<file path="config.mk">
export PLATFORM = sky130hd
export DESIGN_NAME = c17_error_monitor
export DESIGN_NICKNAME = d
export VERILOG_FILES = /design/src/rtl/c17_error_monitor.sv
export SDC_FILE = /design/constraint.sdc
export NUM_CORES = 1
export LEC_CHECK = 0
export CAP_MARGIN = 15
export CORE_MARGIN = 3
export CORE_UTILIZATION = 49
export DETAILED_ROUTE_END_ITERATION = 12
export HOLD_SLACK_MARGIN = 0.05
export MAX_ROUTING_LAYER = met4
export PLACE_DENSITY_LB_ADDON = 0.2
export REMOVE_ABC_BUFFERS = 1
export SLEW_MARGIN = 0
export SYNTH_ARGS = -nofsm -noshare
export SYNTH_HDL_FRONTEND = slang
export SYNTH_SLANG_ARGS = --single-unit
</file>
<file path="constraint.sdc">
create_clock -name CLK -period 2.1 [get_ports CLK]
set_input_delay 0.315 -clock CLK [delete_from_list [all_inputs] [get_ports CLK]]
set_output_delay 0.315 -clock CLK [all_outputs]
set_load 0.01 [all_outputs]
</file>
<file path="src/rtl/c17_error_monitor.sv">
// c17_error_monitor
// Stimulus/response partner for exact vs. approximate c17-class netlists.
// Sweeps every N_IN-bit input vector, compares the two responses after LAT
// cycles and accumulates saturating error statistics.
//
// Ports:
//   CLK             - single clock, rising edge
//   RST             - synchronous active-high reset
//   START           - one-cycle sweep request (accepted in IDLE or DONE)
//   ABORT           - ends a running sweep early, statistics retained
//   EXACT_IN        - response of the exact circuit   (bit1 OUT_a, bit0 OUT_b)
//   APPROX_IN       - response of the approximate circuit
//   PAT_OUT         - vector driven to both circuits (bit4 IN_a .. bit0 IN_e)
//   BUSY / DONE     - sweep in progress / sweep finished
//   ERR_VEC_CNT     - vectors with any mismatching output bit
//   ERR_A_CNT       - mismatches on output bit 1
//   ERR_B_CNT       - mismatches on output bit 0
//   FIRST_ERR_PAT   - first vector of the sweep that mismatched
//   FIRST_ERR_VALID - FIRST_ERR_PAT holds a captured vector
module c17_error_monitor #(
    parameter int N_IN  = 5,
    parameter int N_OUT = 2,
    parameter int LAT   = 1,
    parameter int CNT_W = 6
) (
    input  logic             CLK,
    input  logic             RST,
    input  logic             START,
    input  logic             ABORT,
    input  logic [N_OUT-1:0] EXACT_IN,
    input  logic [N_OUT-1:0] APPROX_IN,
    output logic [N_IN-1:0]  PAT_OUT,
    output logic             BUSY,
    output logic             DONE,
    output logic [CNT_W-1:0] ERR_VEC_CNT,
    output logic [CNT_W-1:0] ERR_A_CNT,
    output logic [CNT_W-1:0] ERR_B_CNT,
    output logic [N_IN-1:0]  FIRST_ERR_PAT,
    output logic             FIRST_ERR_VALID
);

    // The tag pipeline keeps at least one stage so LAT = 0 needs no special types.
    localparam int LAT_D = (LAT == 0) ? 1 : LAT;
    localparam logic [N_IN-1:0]  PAT_LAST = {N_IN{1'b1}};
    localparam logic [CNT_W-1:0] CNT_MAX  = {CNT_W{1'b1}};

    typedef enum logic [1:0] {
        ST_IDLE  = 2'd0,
        ST_RUN   = 2'd1,
        ST_DRAIN = 2'd2,
        ST_DONE  = 2'd3
    } state_t;

    // Saturating increment: a full counter stays at its maximum.
    function automatic logic [CNT_W-1:0] sat_inc(input logic [CNT_W-1:0] v,
                                                 input logic inc);
        logic [CNT_W-1:0] r;
        if (inc && (v != CNT_MAX)) begin
            r = v + CNT_W'(1);
        end else begin
            r = v;
        end
        return r;
    endfunction

    state_t                      state_q, state_d;
    logic [N_IN-1:0]             pat_q, pat_d;
    logic                        busy_q, busy_d;
    logic                        done_q, done_d;
    logic [LAT_D-1:0]            vld_q, vld_d;
    logic [LAT_D-1:0][N_IN-1:0]  tag_q, tag_d;
    logic [CNT_W-1:0]            vec_cnt_q, vec_cnt_d;
    logic [CNT_W-1:0]            a_cnt_q, a_cnt_d;
    logic [CNT_W-1:0]            b_cnt_q, b_cnt_d;
    logic [N_IN-1:0]             first_pat_q, first_pat_d;
    logic                        first_vld_q, first_vld_d;

    logic                        start_acc_s;
    logic                        abort_acc_s;
    logic                        emerge_vld_s;
    logic [N_IN-1:0]             emerge_tag_s;
    logic [N_OUT-1:0]            mism_s;

    assign start_acc_s  = START && ((state_q == ST_IDLE) || (state_q == ST_DONE));
    assign abort_acc_s  = ABORT && ((state_q == ST_RUN) || (state_q == ST_DRAIN));
    // With no latency the response belongs to the vector on PAT_OUT right now.
    assign emerge_vld_s = (LAT == 0) ? (state_q == ST_RUN) : vld_q[LAT_D-1];
    assign emerge_tag_s = (LAT == 0) ? pat_q : tag_q[LAT_D-1];
    assign mism_s       = EXACT_IN ^ APPROX_IN;

    // Next-state, pattern, tag pipeline and statistics computation.
    always_comb begin
        state_d     = state_q;
        pat_d       = pat_q;
        vec_cnt_d   = vec_cnt_q;
        a_cnt_d     = a_cnt_q;
        b_cnt_d     = b_cnt_q;
        first_pat_d = first_pat_q;
        first_vld_d = first_vld_q;

        // Each issued vector enters the pipeline tagged with its pattern.
        vld_d    = '0;
        tag_d    = '0;
        vld_d[0] = (state_q == ST_RUN);
        tag_d[0] = pat_q;
        for (int i = 1; i < LAT_D; i++) begin
            vld_d[i] = vld_q[i-1];
            tag_d[i] = tag_q[i-1];
        end

        // A tag leaving the pipeline is compared even on an abort edge.
        if (emerge_vld_s) begin
            a_cnt_d   = sat_inc(a_cnt_q, mism_s[1]);
            b_cnt_d   = sat_inc(b_cnt_q, mism_s[0]);
            vec_cnt_d = sat_inc(vec_cnt_q, |mism_s);
            if ((|mism_s) && !first_vld_q) begin
                first_pat_d = emerge_tag_s;
                first_vld_d = 1'b1;
            end else begin
                first_pat_d = first_pat_q;
                first_vld_d = first_vld_q;
            end
        end else begin
            vec_cnt_d = vec_cnt_q;
        end

        case (state_q)
            ST_IDLE, ST_DONE: begin
                if (start_acc_s) begin
                    state_d     = ST_RUN;
                    pat_d       = '0;
                    vec_cnt_d   = '0;
                    a_cnt_d     = '0;
                    b_cnt_d     = '0;
                    first_pat_d = '0;
                    first_vld_d = 1'b0;
                    vld_d       = '0;
                    tag_d       = '0;
                end else begin
                    state_d = state_q;
                end
            end
            ST_RUN: begin
                if (abort_acc_s) begin
                    state_d = ST_DONE;
                    vld_d   = '0;
                    tag_d   = '0;
                end else if (pat_q == PAT_LAST) begin
                    state_d = (LAT == 0) ? ST_DONE : ST_DRAIN;
                end else begin
                    pat_d = pat_q + N_IN'(1);
                end
            end
            ST_DRAIN: begin
                if (abort_acc_s) begin
                    state_d = ST_DONE;
                    vld_d   = '0;
                    tag_d   = '0;
                end else if (emerge_vld_s && (emerge_tag_s == PAT_LAST)) begin
                    state_d = ST_DONE;
                end else begin
                    state_d = ST_DRAIN;
                end
            end
            default: begin
                state_d = ST_IDLE;
            end
        endcase

        // Status flags follow the state one cycle later; DONE drops on the START edge.
        busy_d = (state_q == ST_RUN) || (state_q == ST_DRAIN);
        done_d = (state_q == ST_DONE) && !start_acc_s;
    end

    // State and output registers with synchronous reset.
    always_ff @(posedge CLK) begin
        if (RST) begin
            state_q     <= ST_IDLE;
            pat_q       <= '0;
            busy_q      <= 1'b0;
            done_q      <= 1'b0;
            vld_q       <= '0;
            tag_q       <= '0;
            vec_cnt_q   <= '0;
            a_cnt_q     <= '0;
            b_cnt_q     <= '0;
            first_pat_q <= '0;
            first_vld_q <= 1'b0;
        end else begin
            state_q     <= state_d;
            pat_q       <= pat_d;
            busy_q      <= busy_d;
            done_q      <= done_d;
            vld_q       <= vld_d;
            tag_q       <= tag_d;
            vec_cnt_q   <= vec_cnt_d;
            a_cnt_q     <= a_cnt_d;
            b_cnt_q     <= b_cnt_d;
            first_pat_q <= first_pat_d;
            first_vld_q <= first_vld_d;
        end
    end

    assign PAT_OUT         = pat_q;
    assign BUSY            = busy_q;
    assign DONE            = done_q;
    assign ERR_VEC_CNT     = vec_cnt_q;
    assign ERR_A_CNT       = a_cnt_q;
    assign ERR_B_CNT       = b_cnt_q;
    assign FIRST_ERR_PAT   = first_pat_q;
    assign FIRST_ERR_VALID = first_vld_q;

endmodule

</file>
==> results.md <==
* Drt wl/cell at approximately 13 um
* R2r setup slk at between 0.1 and 0.15 ns
* Tot GR Track Use at 19.5%
* Final hold vios at 0
* Post-Syn Instances at a little under 200
* Power density cells at between 800 and 900 nW/um2
* CP Data Required Time at about 2.4 ns
* Final setup viols at 0
* Area of the multi-input gates at a little over 900 um2
* Largest net degree at the start of global routing at 22
* Met1 Use GR at 22.8%
* Worst reg2reg path depth at 6
* # rows at 21
* Cts repair resizes at 0
* Pleak at 0.880 nW
* Initial antenna violation count at 0
* Vias in the first global route at around 1500
* Total power at a little under 2 mW
* Initial Util at 51.9%
* Avg Cell Area, Syn at between 8 and 9 um2
* Clock latency on the worst-skew pair at ~0.35 ns
* Synthesis warning total at 0
* Fillcell total at 280
* Relative slew slack at 74.1%
* Worst reg2reg endpoint: PAT_OUT[3]
* Synth area leader: dfxtp_1
* Worst vdd ir at 0.000698 V
* Synth cell types at 38
* Post-CTS setup buffers at 0
* Die area at ~4300 um2
* Slew Viols, Final at 0
* Buffers on Ports at 38
* CTS tree: done
* Worst-Margin Slew at around 0.38 ns
* Clk sinks at 39
* Seq/Total Area, Yosys at 44.4%
* Outcome: finished, final reports clean
* CP arrival at 2.28 ns
* Clock Tree Buf Depth at 2
* Area delta synth->final at 32.1%
* CP Max Fanout at 6
* DRC errors left at 0
* Final Wtd Congestion at 0.901
* Fmax at approximately 500 MHz
* Crit path kind: register to register
* Die W at 65.9 um
* Setup TNS at 0 ns
* Period utilisation layout at 94.8%
* FF-to-FF Start: PAT_OUT[0]
* Top-area cell type share of the netlist area at 44.4%
* RSZ-0062 raised after global routing: false
* Cell area after synthesis at 1760 um2
* Htree depth at 2
* Worst hold path class: register to register
* Die H at around 66 um
* Global-route met3 utilization at 6.80%
* Ports at 39
* Final Skew at 0.00706 ns
* Worst Setup EP: PAT_OUT[3]
* Core footprint at 3390 um2
* WL final at roughly 3700 um
* MaxCap Viol Count at 0
* Ys flop type: dfxtp_1
* ANT cells at 0
* Routed vias/inst at 5.35
* Share of post-route cells with drive strength above 1 at approximately 8.6%
* Final ANT Viol Nets at 0
* DRT Pass-1 Iters at 4
* Final Critical Period at between 1.5 and 2 ns
* Iter 0 DRT Violations at ~120
* CTS root buffer: clkbuf_4
* Critical path startpoint: PAT_OUT[0]
* Remaining global-route overflow at 0
* Num CTS Buffers at 5
* Routed vias at roughly 1600
* Final nets at approximately 260
* Critical Path Sink Type: register
* GRT busiest layer: met2
* Crit start category: register
* Asr flop ratio synth at 0%
* Seq cells post-synth at 39
* GR Util met2 at a little under a third
* Synth area leaders: dfxtp_1, ha_1, nor2_1, mux2i_1, nand3_1
* EDFF count, synth at 0
* Post-detail-place hpwl at between 2000 and 3000 um
* Clock-pin slew on the worst setup and hold paths at approximately 0.12 ns
* Hold buffers post-CTS at 0
* Register Area at ~800 um2
* First-pass GRT wire length at 6340 um
per-layer routing:
metal | vias to the layer above | part of all wire, %
li1 | 796 | -
met1 | 697 | 48
met2 | 52 | 45
met3 | 11 | 5.2
met4 | 0 | 2.1
met5 | - | 0
worst min-delay path by stage:
| stage | startpoint | end | slack (ns) | cells after the start |
|---|---|---|---|---|
| finish | emerge_tag_s[2] | FIRST_ERR_PAT[2] | 0.47 | 2 |
| global route | emerge_tag_s[0] | FIRST_ERR_PAT[0] | 0.51 | 2 |
| CTS | FIRST_ERR_PAT[1] | FIRST_ERR_PAT[1] | 0.48 | 2 |
| detailed placement | emerge_tag_s[0] | FIRST_ERR_PAT[0] | 0.46 | 2 |
| global placement | emerge_tag_s[0] | FIRST_ERR_PAT[0] | 0.45 | 2 |
| floorplan | RST | PAT_OUT[2] | 0.38 | 1 |
report_power, final:
| group | total (mW) | internal (mW) | switching (mW) |
|---|---|---|---|
| combinational | 0.597 | 0.247 | 0.350 |
| sequential | 0.849 | 0.798 | 0.0503 |
| clock | 0.535 | 0.281 | 0.254 |
| total | 1.98 | 1.33 | 0.654 |
layout by cell type, fill, tap and decap left out, drive strengths merged, types with 3 or more instances in the layout:
master / netlist / final
a31oi: 3 / 3
inv: 6 / 6
nand2: 13 / 13
dfxtp: 39 / 39
ha: 9 / 9
mux2i: 6 / 6
clkbuf: 7 / 6
clkdlybuf4s50: 0 / 38
o211ai: 3 / 3
a21oi: 10 / 10
and3: 8 / 8
nand4: 5 / 5
o21ai: 11 / 11
nor2: 23 / 23
nand2b: 6 / 6
xor2: 7 / 7
buf: 0 / 9
nand3: 12 / 12
area by class of cell:
type,instances,area share (%)
Clock inverter,2,1.51
Clock buffer,6,2.21
Tap cell,46,2.48
Timing Repair Buffer,47,19.3
Sequential cell,39,33.6
Inverter,6,0.969
Multi-Input combinational cell,145,40.0
kinds of logic after synthesis:
| family | Yosys count | synth area share, % |
|---|---|---|
| and+or+nand+nor | 83 | 24.1 |
| AOI/OAI and AO/OA | 39 | 14.1 |
| DFF | 39 | 44.4 |
| buffers and inverters | 13 | 2.77 |
| adders and majority gates | 9 | 6.40 |
| xor gates and xnor gates | 8 | 4.84 |
| muxes | 6 | 3.41 |
sequential cells by signal, indices dropped and copies added (netlist names):
register         flops
PAT_OUT              5
ERR_B_CNT            6
FIRST_ERR_VALID      1
BUSY                 1
ERR_VEC_CNT          6
emerge_vld_s         1
DONE                 1
FIRST_ERR_PAT        5
ERR_A_CNT            6
emerge_tag_s         5
state_q              2
per-stage QoR:
step                instances  cell area [um2]  utilization [%]  hold slack (ns)  worst slack [ns]
finish                    291             2320             68.6            0.468             0.109
global route              291             2320             68.6            0.506           0.00822
CTS                       291             2320             68.6            0.483             0.109
detailed placement        283             2240             66.0            0.459             0.141
global placement          283             2240             66.0            0.446             0.194
floorplan                 190             1730                -            0.384             0.203
synthesized netlist by cell type (6+ instances only):
master	count
dfxtp_1	39
nor2_1	23
nand2_1	13
nand3_1	12
a21oi_1	10
o21ai_0	10
ha_1	9
and3_1	8
clkbuf_1	7
inv_1	6
mux2i_1	6
nand2b_1	6
critical path, stage by stage, from the launching register on:
cell,delay (ns)
dfxtp_1,0.37
ha_1,0.24
and3_1,0.19
ha_1,0.18
or3b_1,0.44
or3_1,0.37
a21oi_1,0.14
(Power assumes the default switching activity.)
